File: src/rtl/axi_pkg.sv
// Shared AXI definitions for the error responder: response codes, data width
// and the write/read FSM state encodings.
package axi_pkg;

  localparam int CPU_WIDTH = 32;

  localparam logic [1:0] RESP_OKAY   = 2'b00;
  localparam logic [1:0] RESP_EXOKAY = 2'b01;
  localparam logic [1:0] RESP_SLVERR = 2'b10;
  localparam logic [1:0] RESP_DECERR = 2'b11;

  typedef enum logic [1:0] {
    W_IDLE = 2'd0,
    W_DATA = 2'd1,
    W_RESP = 2'd2
  } w_state_e;

  typedef enum logic {
    R_IDLE = 1'b0,
    R_DATA = 1'b1
  } r_state_e;

endpackage

File: src/rtl/axi_error_slave.sv
// AXI4 default responder for unmapped addresses: accepts every burst and
// terminates it with an error response. One outstanding transfer per direction.
//
// state  | meaning
// W_IDLE | awready high, waiting for a write address
// W_DATA | wready high, swallowing beats until wlast
// W_RESP | bvalid high with the error response
// R_IDLE | arready high, waiting for a read address
// R_DATA | rvalid high, returning arlen+1 error beats
module axi_error_slave
  import axi_pkg::*;
#(
  parameter logic [1:0]           RESP      = RESP_DECERR,
  parameter logic [CPU_WIDTH-1:0] RDATA_PAT = 32'hDEAD_BEEF
) (
  input  logic                   i_clk,
  input  logic                   i_rst_n,
  input  logic                   awvalid,
  output logic                   awready,
  input  logic [CPU_WIDTH-1:0]   awaddr,
  input  logic [3:0]             awid,
  input  logic [7:0]             awlen,
  input  logic [2:0]             awsize,
  input  logic [1:0]             awburst,
  input  logic                   wvalid,
  output logic                   wready,
  input  logic [CPU_WIDTH-1:0]   wdata,
  input  logic [CPU_WIDTH/8-1:0] wstrb,
  input  logic                   wlast,
  output logic                   bvalid,
  input  logic                   bready,
  output logic [1:0]             bresp,
  output logic [3:0]             bid,
  input  logic                   arvalid,
  output logic                   arready,
  input  logic [CPU_WIDTH-1:0]   araddr,
  input  logic [3:0]             arid,
  input  logic [7:0]             arlen,
  input  logic [2:0]             arsize,
  input  logic [1:0]             arburst,
  output logic                   rvalid,
  input  logic                   rready,
  output logic [CPU_WIDTH-1:0]   rdata,
  output logic [1:0]             rresp,
  output logic                   rlast,
  output logic [3:0]             rid,
  output logic                   wlast_err
);

  // Address attributes and write payload are irrelevant to an error responder.
  logic unused_ok;
  assign unused_ok = ^{awaddr, awsize, awburst, wdata, wstrb, araddr, arsize, arburst};

  w_state_e   w_state, w_next;
  logic [7:0] w_cnt, awlen_q;
  logic [3:0] awid_q;
  logic       aw_hs, w_hs, b_hs;
  logic       awready_d, wready_d, bvalid_d;
  logic [1:0] bresp_d;
  logic [3:0] bid_d;

  assign aw_hs = awvalid && awready;
  assign w_hs  = wvalid && wready;
  assign b_hs  = bvalid && bready;

  always_ff @(posedge i_clk or negedge i_rst_n) begin
    if (!i_rst_n) begin
      w_state   <= W_IDLE;
      awready   <= 1'b0;
      wready    <= 1'b0;
      bvalid    <= 1'b0;
      bresp     <= 2'b00;
      bid       <= 4'h0;
      w_cnt     <= 8'd0;
      awlen_q   <= 8'd0;
      awid_q    <= 4'h0;
      wlast_err <= 1'b0;
    end else begin
      w_state   <= w_next;
      awready   <= awready_d;
      wready    <= wready_d;
      bvalid    <= bvalid_d;
      bresp     <= bresp_d;
      bid       <= bid_d;
      wlast_err <= w_hs && (wlast != (w_cnt == awlen_q));
      if (aw_hs) begin
        awid_q  <= awid;
        awlen_q <= awlen;
        w_cnt   <= 8'd0;
      end else if (w_hs) begin
        w_cnt <= w_cnt + 8'd1;
      end
    end
  end

  // The burst ends on wlast alone; a length mismatch only raises wlast_err.
  always_comb begin
    w_next = w_state;
    case (w_state)
      W_IDLE:  if (aw_hs) w_next = W_DATA;
      W_DATA:  if (w_hs && wlast) w_next = W_RESP;
      W_RESP:  if (b_hs) w_next = W_IDLE;
      default: w_next = W_IDLE;
    endcase
  end

  // Outputs are decoded from the next state and registered.
  always_comb begin
    awready_d = (w_next == W_IDLE);
    wready_d  = (w_next == W_DATA);
    bvalid_d  = (w_next == W_RESP);
    bresp_d   = bvalid_d ? RESP : RESP_OKAY;
    bid_d     = bvalid_d ? awid_q : 4'h0;
  end

  r_state_e   r_state, r_next;
  logic [7:0] r_cnt, r_cnt_nx, arlen_q, arlen_nx;
  logic [3:0] arid_q, arid_nx;
  logic       ar_hs, r_hs;
  logic       arready_d, rvalid_d, rlast_d;
  logic [CPU_WIDTH-1:0] rdata_d;
  logic [1:0] rresp_d;
  logic [3:0] rid_d;

  assign ar_hs = arvalid && arready;
  assign r_hs  = rvalid && rready;

  always_ff @(posedge i_clk or negedge i_rst_n) begin
    if (!i_rst_n) begin
      r_state <= R_IDLE;
      arready <= 1'b0;
      rvalid  <= 1'b0;
      rlast   <= 1'b0;
      rdata   <= '0;
      rresp   <= 2'b00;
      rid     <= 4'h0;
      r_cnt   <= 8'd0;
      arlen_q <= 8'd0;
      arid_q  <= 4'h0;
    end else begin
      r_state <= r_next;
      arready <= arready_d;
      rvalid  <= rvalid_d;
      rlast   <= rlast_d;
      rdata   <= rdata_d;
      rresp   <= rresp_d;
      rid     <= rid_d;
      r_cnt   <= r_cnt_nx;
      arlen_q <= arlen_nx;
      arid_q  <= arid_nx;
    end
  end

  always_comb begin
    r_next   = r_state;
    r_cnt_nx = r_cnt;
    arlen_nx = arlen_q;
    arid_nx  = arid_q;
    if (ar_hs) begin
      r_cnt_nx = 8'd0;
      arlen_nx = arlen;
      arid_nx  = arid;
    end else if (r_hs) begin
      r_cnt_nx = r_cnt + 8'd1;
    end
    case (r_state)
      R_IDLE:  if (ar_hs) r_next = R_DATA;
      R_DATA:  if (r_hs && rlast) r_next = R_IDLE;
      default: r_next = R_IDLE;
    endcase
  end

  // rlast looks at the upcoming beat index so it lines up with the registered rvalid.
  always_comb begin
    arready_d = (r_next == R_IDLE);
    rvalid_d  = (r_next == R_DATA);
    rlast_d   = rvalid_d && (r_cnt_nx == arlen_nx);
    rdata_d   = rvalid_d ? RDATA_PAT : '0;
    rresp_d   = rvalid_d ? RESP : RESP_OKAY;
    rid_d     = rvalid_d ? arid_nx : 4'h0;
  end

endmodule

File: config.mk
export PLATFORM = sky130hd
export DESIGN_NAME = axi_error_slave
export DESIGN_NICKNAME = d
export VERILOG_FILES = /design/src/rtl/axi_pkg.sv /design/src/rtl/axi_error_slave.sv
export SDC_FILE = /design/constraint.sdc
export NUM_CORES = 1
export LEC_CHECK = 0
export BUFFER_PORTS_ARGS = -buffer_cell sky130_fd_sc_hd__buf_4
export CORE_UTILIZATION = 45
export DETAILED_ROUTE_END_ITERATION = 10
export GPL_TIMING_DRIVEN = 0
export MAX_ROUTING_LAYER = met4
export PLACE_DENSITY = 0.86
export SYNTH_ARGS = -nofsm -noshare
export SYNTH_HDL_FRONTEND = slang
export SYNTH_SLANG_ARGS = --single-unit
export TNS_END_PERCENT = 5
File: constraint.sdc
create_clock -name i_clk -period 3.9 [get_ports i_clk]
set_input_delay 0.39 -clock i_clk [delete_from_list [all_inputs] [get_ports i_clk]]
set_output_delay 0.39 -clock i_clk [all_outputs]
set_load 0.01 [all_outputs]
==> results by group <==
Power
  – Pwr Density: 743 mW/mm^2
  – VDD IR max: 0.378 mV
  – Tot Pwr: 0.00268 W
  – Leakage: 1.77 nW

Setup path
  – Crit start category: flip-flop
  – Worst Path Max Fanout: 28
  – Critical Path RT: 4130 ps
  – Reg2reg path depth: 6
  – R2R Setup Slk: 1540 ps
  – Worst flop-to-flop path endpoint: rlast
  – R2R Path Start: rresp[0]
  – Crit path launch: rresp[0]
  – WS Path Type: reg2reg
  – CP endpoint: rlast
  – Worst setup EP type: flip-flop
  – Crit path arrival time: 2590 ps

Global route
  – GRT Residual Overflow: 0
  – Number of global-route vias before repair: 1947
  – Total Routing Usage GR: 18.8%
  – Pin count of the biggest net entering global routing: 58
  – First-pass GRT wire length: 8.89 mm
  – Initial antenna violation count: 0

Timing
  – Rel. slew slack: 46.3%
  – Final-report hold violation count: 0
  – Max-slew violation count: 0
  – RSZ-0062 raised after global routing: false
  – PnR worst setup slack: 1540 ps
  – Hold_ws: 106 ps
  – Final setup fails: 0
  – Period utilization: 60.6%
  – Fmax: 423 MHz
  – Clock skew: 11.2 ps
  – Final period demand of the worst path: 2360 ps
  – Final TNS setup: 0 ps
  – Worst-Margin Slew: 806 ps

Placement
  – Dpl ws: 1550 ps
  – # port buffers: 73
  – DP Wirelength: 3.80 mm
  – Gpl congestion: 0.856

Finish
  – Fin util: 60.9%
  – Area delta synth->final: 30.2%
  – Filler instances: 489
  – Fin nets: 504
  – Share of layout cells above drive strength 1: 38.4%
  – ANT cells: 0

Routing
  – Via density: 4.74
  – Metal3 WL: 340 um
  – Drt wl/cell: 12.3 um
  – # DRC: 0
  – Top Layer Used: met4
  – Post-Route WL: 5.37 mm
  – DR iter-0 viols: 93
  – Via count: 2070
  – First-pass DRT Iterations: 6
  – Post-route ant nets: 0
  – DRT met1 WL: 2.48 mm
  – Metal2 WL: 2.47 mm

Yosys
  – Top post-synthesis cells by area: dfrtp_1 (51%), buf_4 (9.8%), nand2_1 (6.2%), xnor2_1 (6.0%), mux2_2 (4.9%)
  – Synth top area share: 51.5%
  – Post-synthesis register bit count: 57
  – Adder-cell share of the synthesized area: 0.903%
  – Post-synth EDFFs: 0
  – Dominant synthesized flop cell: dfrtp_1
  – Simple-gate area share of the yosys netlist: 15.6%
  – Synth cell types: 35
  – Largest area contributor in the netlist: dfrtp_1
  – Post-synthesis cell count: 269
  – Post-Syn Area: 0.00277 mm^2
  – Mux cell area share after synthesis: 5.60%
  – Commonest cells in the netlist: dfrtp_1 (57), nand2_1 (46), buf_4 (36)
  – Post-Synth XOR/XNOR Area: 9.80%
  – Async S/R FF share, synth: 100%
  – Main combinational cell family by area after synthesis: simple AND/OR/NAND/NOR gates
  – Synth Area per Inst: 10.3 um^2
  – Synth Area in Compound Gates: 4.88%
  – Sequential area share after synthesis: 51.5%
  – Dominant cell by count in the synthesized netlist: dfrtp_1
  – Synthesis Warnings: 0

Floorplan
  – Die extent in y: 80.5 um
  – Num rows: 28
  – Chip width: 80.5 um
  – # IOs: 193
  – Die area: 0.00647 mm^2
  – Core ar.: 0.00592 mm^2
  – Starting Density: 46.8%

Job
  – # Max-Cap Violations: 0

CTS
  – Post-CTS setup buffers: 0
  – Sink Count: 57
  – Clk root buf: clkbuf_8
  – Clk_lat worst skew: 340 ps
  – Num CTS Buffers: 9
  – Cts hold-fix bufs: 0
  – Clock transition at the registers of the reported paths: 60 ps
  – Post_cts resized: 0
  – CTS tree: yes
  – CTS H-tree lvls: 3
  – Clock tree buffer depth: 2

Min path
  – Worst hold path class: in2async

Outcome
  – Status: complete, no violations
[power breakdown]
group	internal, W	total [W]	switching, W
Combinational	0.000691	0.00120	0.000506
Clock	0.000272	0.000492	0.000220
Sequential	0.000813	0.000990	0.000177
Total	0.00178	0.00268	0.000903
[worst min path at each step]
stage / start / end / slack (ps)
global placement: arid_q[2] / arid_q[2] / 450
finish: i_rst_n / awlen_q[7] / 110
global route: i_rst_n / awlen_q[4] / 160
floorplan: i_rst_n / arid_q[0] / 90
detailed placement: arid_q[3] / arid_q[3] / 460
CTS: i_rst_n / w_cnt[0] / 140
[per-layer routing]
metal  vias to the layer above  GRT usage (%)
met3                        10           4.77
met1                       965           22.8
met2                        82           30.0
li1                       1013              -
met5                         -              -
met4                         0           7.50
[layout by cell type, fill, tap and decap left out, drive strengths merged]
cell | netlist | layout
a211oi | 1 | 1
a21boi | 2 | 2
a21oi | 6 | 6
a22o | 1 | 1
a22oi | 1 | 1
a31oi | 1 | 1
and2 | 7 | 7
and3 | 2 | 2
buf | 38 | 111
clkbuf | 7 | 20
conb | 1 | 8
dfrtp | 57 | 57
ha | 2 | 2
inv | 2 | 2
mux2 | 12 | 12
mux2i | 2 | 2
nand2 | 46 | 46
nand2b | 1 | 1
nand3 | 5 | 5
nand4 | 6 | 6
nor2 | 18 | 18
nor3 | 1 | 1
nor4 | 2 | 2
o21a | 1 | 1
o21ai | 7 | 7
o22ai | 2 | 2
or2 | 2 | 2
or3 | 4 | 4
or4 | 1 | 1
xnor2 | 19 | 19
xor2 | 12 | 12
[per-stage QoR]
| step | instance area (um^2) | instances |
|---|---|---|
| after floorplan | 2800 | 276 |
| after global placement | 3440 | 424 |
| after detailed placement | 3440 | 424 |
| after CTS | 3610 | 437 |
| after global routing | 3610 | 437 |
| final | 3610 | 437 |
[cell type report]
cell class | count | area (um^2) | share of cell area (%)
Tap cell | 75 | 93.8 | 2.60
Multi-Input combinational cell | 172 | 1050 | 29.1
Inverter | 2 | 7.51 | 0.208
Buffer | 45 | 313 | 8.67
Clock buffer | 13 | 169 | 4.68
Sequential cell | 57 | 1430 | 39.5
Timing Repair Buffer | 73 | 548 | 15.2
[critical path, stage by stage, from the launching register on]
cell and delay, ps:
dfrtp_1 870, buf_6 230, nand4_1 160, or3_1 380, a21oi_1 230, xor2_1 100
nor4_1 290
[kinds of logic after synthesis]
family / Yosys count
other: 1
AO/OA/AOI/OAI: 22
AND/OR/NAND/NOR: 95
adder cells (fa/ha/maj): 2
buffers and inverters: 47
XOR/XNOR: 31
multiplexers: 14
flip-flops: 57
[sequential cells by signal, summed over array words and instances, names as in the netlist, 2 cells and up]
signal   flops
arid_q       4
w_cnt        8
w_state      2
r_cnt        8
bid          4
awid_q       4
awlen_q      8
rid          4
arlen_q      8
No activity file was read; power rests on OpenSTA's default activity.
